**src/rtl/press_repeater.sv**
```systemverilog
// Pushbutton auto-repeat: synchronises the active-low button, emits an initial
// step on press, then slow and fast repeat steps while the button stays held.
module press_repeater #(
  parameter int HOLD_TICKS = 10,
  parameter int SLOW_TICKS = 5,
  parameter int FAST_AFTER = 8,
  parameter int FAST_TICKS = 1,
  parameter int CNT_W      = 8
) (
  input  logic clk10hz,
  input  logic reset,
  input  logic pb,
  output logic step,
  output logic held,
  output logic fast
);

  localparam logic [1:0] ST_IDLE    = 2'd0;
  localparam logic [1:0] ST_PRESSED = 2'd1;
  localparam logic [1:0] ST_SLOW    = 2'd2;
  localparam logic [1:0] ST_FAST    = 2'd3;

  localparam logic [CNT_W-1:0] HOLD_LAST = CNT_W'(HOLD_TICKS - 1);
  localparam logic [CNT_W-1:0] SLOW_LAST = CNT_W'(SLOW_TICKS - 1);
  localparam logic [CNT_W-1:0] FAST_LAST = CNT_W'(FAST_TICKS - 1);
  localparam logic [CNT_W-1:0] FAST_CNT  = CNT_W'(FAST_AFTER);
  localparam logic             FAST_FIRST = (FAST_AFTER == 1);

  logic             s1_q, s1_d;
  logic             s2_q, s2_d;
  logic [1:0]       state_q, state_d;
  logic [CNT_W-1:0] tick_q, tick_d;
  logic [CNT_W-1:0] reps_q, reps_d;
  logic             step_q, step_d;
  logic             held_q, held_d;
  logic             fast_q, fast_d;
  logic             down;
  logic [CNT_W-1:0] reps_inc;

  assign down     = ~s2_q;
  assign reps_inc = reps_q + CNT_W'(1);

  always_comb begin
    s1_d    = pb;
    s2_d    = s1_q;
    state_d = state_q;
    tick_d  = tick_q;
    reps_d  = reps_q;
    step_d  = 1'b0;
    held_d  = held_q;
    fast_d  = fast_q;

    // Release always wins over a repeat that falls due in the same cycle.
    if (state_q != ST_IDLE && !down) begin
      state_d = ST_IDLE;
      tick_d  = '0;
      reps_d  = '0;
      held_d  = 1'b0;
      fast_d  = 1'b0;
    end else begin
      case (state_q)
        ST_IDLE: begin
          tick_d = '0;
          reps_d = '0;
          held_d = 1'b0;
          fast_d = 1'b0;
          if (down) begin
            state_d = ST_PRESSED;
            step_d  = 1'b1;
          end
        end
        ST_PRESSED: begin
          if (tick_q == HOLD_LAST) begin
            tick_d = '0;
            reps_d = CNT_W'(1);
            step_d = 1'b1;
            held_d = 1'b1;
            if (FAST_FIRST) begin
              state_d = ST_FAST;
              fast_d  = 1'b1;
            end else begin
              state_d = ST_SLOW;
            end
          end else begin
            tick_d = tick_q + CNT_W'(1);
          end
        end
        ST_SLOW: begin
          if (tick_q == SLOW_LAST) begin
            tick_d = '0;
            reps_d = reps_inc;
            step_d = 1'b1;
            if (reps_inc == FAST_CNT) begin
              state_d = ST_FAST;
              fast_d  = 1'b1;
            end
          end else begin
            tick_d = tick_q + CNT_W'(1);
          end
        end
        ST_FAST: begin
          if (tick_q == FAST_LAST) begin
            tick_d = '0;
            step_d = 1'b1;
          end else begin
            tick_d = tick_q + CNT_W'(1);
          end
        end
        default: begin
          state_d = ST_IDLE;
          tick_d  = '0;
          reps_d  = '0;
          held_d  = 1'b0;
          fast_d  = 1'b0;
        end
      endcase
    end
  end

  // Synchroniser resets to "released" so a button held through reset re-presses.
  always_ff @(posedge clk10hz) begin
    if (reset) begin
      s1_q    <= 1'b1;
      s2_q    <= 1'b1;
      state_q <= ST_IDLE;
      tick_q  <= '0;
      reps_q  <= '0;
      step_q  <= 1'b0;
      held_q  <= 1'b0;
      fast_q  <= 1'b0;
    end else begin
      s1_q    <= s1_d;
      s2_q    <= s2_d;
      state_q <= state_d;
      tick_q  <= tick_d;
      reps_q  <= reps_d;
      step_q  <= step_d;
      held_q  <= held_d;
      fast_q  <= fast_d;
    end
  end

  assign step = step_q;
  assign held = held_q;
  assign fast = fast_q;

endmodule

```
**config.mk**
```make
export PLATFORM = sky130hd
export DESIGN_NAME = press_repeater
export DESIGN_NICKNAME = d
export VERILOG_FILES = /design/src/rtl/press_repeater.sv
export SDC_FILE = /design/constraint.sdc
export NUM_CORES = 1
export LEC_CHECK = 0
export ABC_AREA = 1
export BUFFER_PORTS_ARGS = -buffer_cell sky130_fd_sc_hd__buf_2
export CORE_UTILIZATION = 50
export CTS_CLUSTER_SIZE = 8
export DETAILED_ROUTE_END_ITERATION = 12
export PLACE_DENSITY = 0.67
export SYNTH_ARGS = -nofsm -noshare
export SYNTH_HDL_FRONTEND = slang
export SYNTH_SLANG_ARGS = --single-unit
```
**constraint.sdc**
```tcl
create_clock -name clk10hz -period 3.4 [get_ports clk10hz]
set_clock_uncertainty 0.05 [all_clocks]
set_input_delay 0.51 -clock clk10hz [delete_from_list [all_inputs] [get_ports clk10hz]]
set_output_delay 0.51 -clock clk10hz [all_outputs]
set_load 0.005 [all_outputs]
```
==> results.md <==
Layout:
- The layout cell share with drive strength beyond 1 is roughly an eighth.
- The antenna diode count is 0.
- Leaving out fill and tap cells, the most frequent cell in the layout is nand2_1.
- In the layout the commonest cells are nand2_1 (28), inv_1 (26), nor2_1 (24), dfxtp_1 (23), nand3_1 (14).
- At the end of the flow the core is filled with cells to 57.0%.
- The final layout contains 203 nets.
- From synthesis to final layout, the design area changed by 6.09%.

Floorplanning:
- The initial standard-cell utilization of the core is 53.7%.
- The total area inside the core boundary comes to around 2500 um^2.
- The floorplan step set the die width to around 54 um.
- The height of the die is approximately 54 um.
- The die covers between 2000 and 3000 um^2.
- Pin placement for this block handled 6 I/O pins.
- In this run the core area contains 18 standard-cell rows.

GRT:
- Global routing consumed, over all layers together, about 22% of the routing resources.
- The number of antenna violations at the first check in global routing came to 0.
- The sum of overflow across all layers after global routing is 0.
- The number of global-route vias before repair is just over 1,000.
- The first global-routing pass estimated between 4 and 5 mm of wire.
- The largest net degree at the start of global routing is 18.

Synthesis:
- The net count of the mapped netlist is roughly 190.
- The post-synthesis cell type count is 30.
- Of the total synthesized cell area, the portion taken by XOR and XNOR cells is 3.88%.
- The number of enable-type register cells in the synthesized netlist is 0.
- Summing the areas of all compound-gate instances in the mapped netlist gives 13.9% of the synthesized area.
- The fraction of the mapped netlist area in adder cells is around 11%.
- The top-area cell type share of the netlist area is 34.0%.
- The dominant combinational cell family by area after synthesis is simple AND/OR/NAND/NOR gates.
- The share of the yosys chip area belonging to registers is approximately a third.
- The largest total area in the synthesized netlist belongs to dfxtp_1.
- For this run, asynchronously set or reset flops after synthesis account for 0%.
- By area the synthesized netlist is led by dfxtp_1 (34%), ha_1 (11%), nand2_1 (7.8%).
- The post-synthesis share of cell area spent on and, or, nand and nor gates is a little under 30%.
- The count of warnings emitted by yosys is 0.
- The netlist area before placement is 1360 um^2.
- The post-synthesis register bit count is 23.
- The mux cell area share after synthesis is 0%.
- In the synthesized netlist the dominant register cell turns out to be dfxtp_1.
- The gate count after technology mapping is about 180.
- The average instance area after synthesis is between 7 and 8 um^2.

Clock tree:
- The number of CTS-inserted buffers is 3.
- The maximum clock insertion buffer count is 2.
- The TritonCTS clock tree is yes.
- The post-CTS repair timing setup buffer count is 0.
- Post-CTS repair changed the size of 0 cells.
- The clock latency on the worst-skew pair is about 0.33 ns.
- In this run the clock root is driven by a clkbuf_4.
- Clock-pin slew was measured on the worst setup and hold paths at ~0.12 ns.
- The number of sinks driven by the clock tree is 23.
- In this run the number of H-tree levels came out at 1.
- The post-cts hold buffer count is 0.

Routing:
- The first detailed-routing pass took 4 iterations.
- The number of violations reported at the end of detailed-routing iteration 0 is 22.
- Once detail routing completed, the nets flagged for antenna violations numbered 0.
- The ratio of routed vias to standard cells is approximately 5.3.
- The count of vias placed by the detailed router is approximately 1,200.
- The detail-routed net length per standard cell is between 10 and 15 um.
- Wires add up to 2.60 mm.
- The number of remaining DRC errors is 0.

Timing:
- The slew at the pin closest to its max-slew limit is approximately 0.73 ns.
- The count of pins over their slew limit is 0.
- Final hold analysis gives a worst-case slack of 0.320 ns.
- The count of endpoints failing hold in the final timing report was 0.
- Dividing the final minimum period by the clock period gives approximately three fifths.
- The final setup TNS is 0 ns.
- Headroom to the max-slew limit came out at ~51%.
- The peak clock frequency supported by timing is 478 MHz.
- Counting I/O delays and the setup requirement, the final critical path takes about 2.1 ns.
- Setup repair after global routing left no endpoint under its margin.
- Setup violations remaining at the end of the flow were counted as 0.

Critical path:
- The setup check on the worst reg-to-reg path leaves a slack of around 1.3 ns.
- The end of the worst register-to-register path is reps_q[4].
- The critical path is of the reg2reg type.
- The worst setup path endpoint is reps_q[4].
- The most critical setup path has its startpoint at state_q[0].
- STA classifies the critical path startpoint as a flip-flop.
- Data on the critical path is required at its endpoint by between 3 and 4 ns.
- The worst reg2reg path startpoint is state_q[0].
- The worst register-to-register path has a depth of 7.
- STA classifies the critical path endpoint as a flip-flop.
- The endpoint arrival time on the critical path is about 2.3 ns.
- Of all nets on the critical path, the largest fanout is 6.

Power and ir drop:
- For this design the static power due to leakage is about 0.58 nW.
- Dividing total power by cell area gives a power density of 671 nW/um^2.
- VDD sags by at most just over 0.4 mV.

Run status:
- The flow ran to the end, and the final reports show no timing, DRC or antenna violations.

Placement:
- At the end of routability-driven placement, the weighted congestion stood at 0.822.
- The wire-length estimate of the detail-placed layout is 2.08 mm.
- Port buffering added 5 buffers.

Hold path:
- In this run the worst hold path is classified as in2reg.
- The worst hold path begins at pb.

Flow run:
- The number of maximum-capacitance constraint violations is 0.
layer usage:
metal,vias to the layer above,GRT usage (%),share of wire (%)
met4,0,6.41,1.3
li1,592,-,-
met2,28,34.4,43
met5,-,0,0
met1,528,30.1,50
met3,5,3.39,5.5
cell usage after synthesis, types with 2 or more instances:
| master | instances |
|---|---|
| or2_2 | 2 |
| nand4_1 | 3 |
| dfxtp_1 | 23 |
| nand2_2 | 2 |
| ha_1 | 12 |
| a31oi_1 | 2 |
| nor2_1 | 24 |
| a21oi_1 | 12 |
| xnor2_1 | 2 |
| a211oi_2 | 3 |
| xor2_1 | 4 |
| nand3b_1 | 2 |
| o21ai_1 | 3 |
| o21ai_0 | 3 |
| o21ai_2 | 2 |
| inv_1 | 26 |
| nand3_1 | 14 |
| nand2_1 | 28 |
logic make-up (layout without fill, tap and decap cells):
family / after synthesis / in the layout
AO/OA/AOI/OAI: 28 / 28
XOR/XNOR: 6 / 6
adder cells (fa/ha/maj): 12 / 12
buffers and inverters: 28 / 36
flip-flops: 23 / 23
AND/OR/NAND/NOR: 82 / 82
final cells by class:
class                           count  area (um^2)
Multi-Input combinational cell    128          782
Timing Repair Buffer                6         32.5
Tap cell                           30         37.5
Sequential cell                    23          460
Clock buffer                        3         22.5
Inverter                           26         97.6
Clock inverter                      1         5.00
Fill cell                         237         1080
worst min-delay path by stage:
stage / slack (ns) / depth (start not counted) / end
floorplan: 0.34 / 1 / s2_q
global placement: 0.34 / 1 / s2_q
detailed placement: 0.35 / 1 / s2_q
CTS: 0.32 / 2 / s1_q
global route: 0.33 / 2 / s1_q
finish: 0.32 / 2 / s1_q
per-stage QoR:
stage | instance area (um^2) | power [mW] | cells | setup WS [ns]
2_1_floorplan | 1360 | 0.760 | 179 | 1.71
3_3_place_gp | 1410 | 0.825 | 213 | 1.45
3_5_place_dp | 1410 | 0.838 | 213 | 1.33
4_1_cts | 1440 | 0.965 | 217 | 1.31
5_1_grt | 1440 | 1.05 | 217 | 1.07
6_report | 1440 | 0.964 | 217 | 1.31
sequential cells by signal, indices dropped and copies added, names as in the netlist:
register and flops:
s1_q 1, tick_q 8, s2_q 1, held 1, step 1, reps_q 8, state_q 2, fast 1
where the power goes:
group | leakage (nW) | internal, mW | switching, mW
sequential | 0.187 | 0.317 | 0.0511
combinational | 0.371 | 0.173 | 0.292
clock | 0.0177 | 0.0442 | 0.0868
total | 0.575 | 0.534 | 0.430
critical path: stages, from the launching register on:
cell,delay (ns)
dfxtp_1,0.44
inv_1,0.11
ha_1,0.28
o21ai_0,0.62
buf_4,0.28
inv_1,0.07
o21ai_0,0.08
a21oi_1,0.06
No activity file was read; power rests on OpenSTA's default activity.
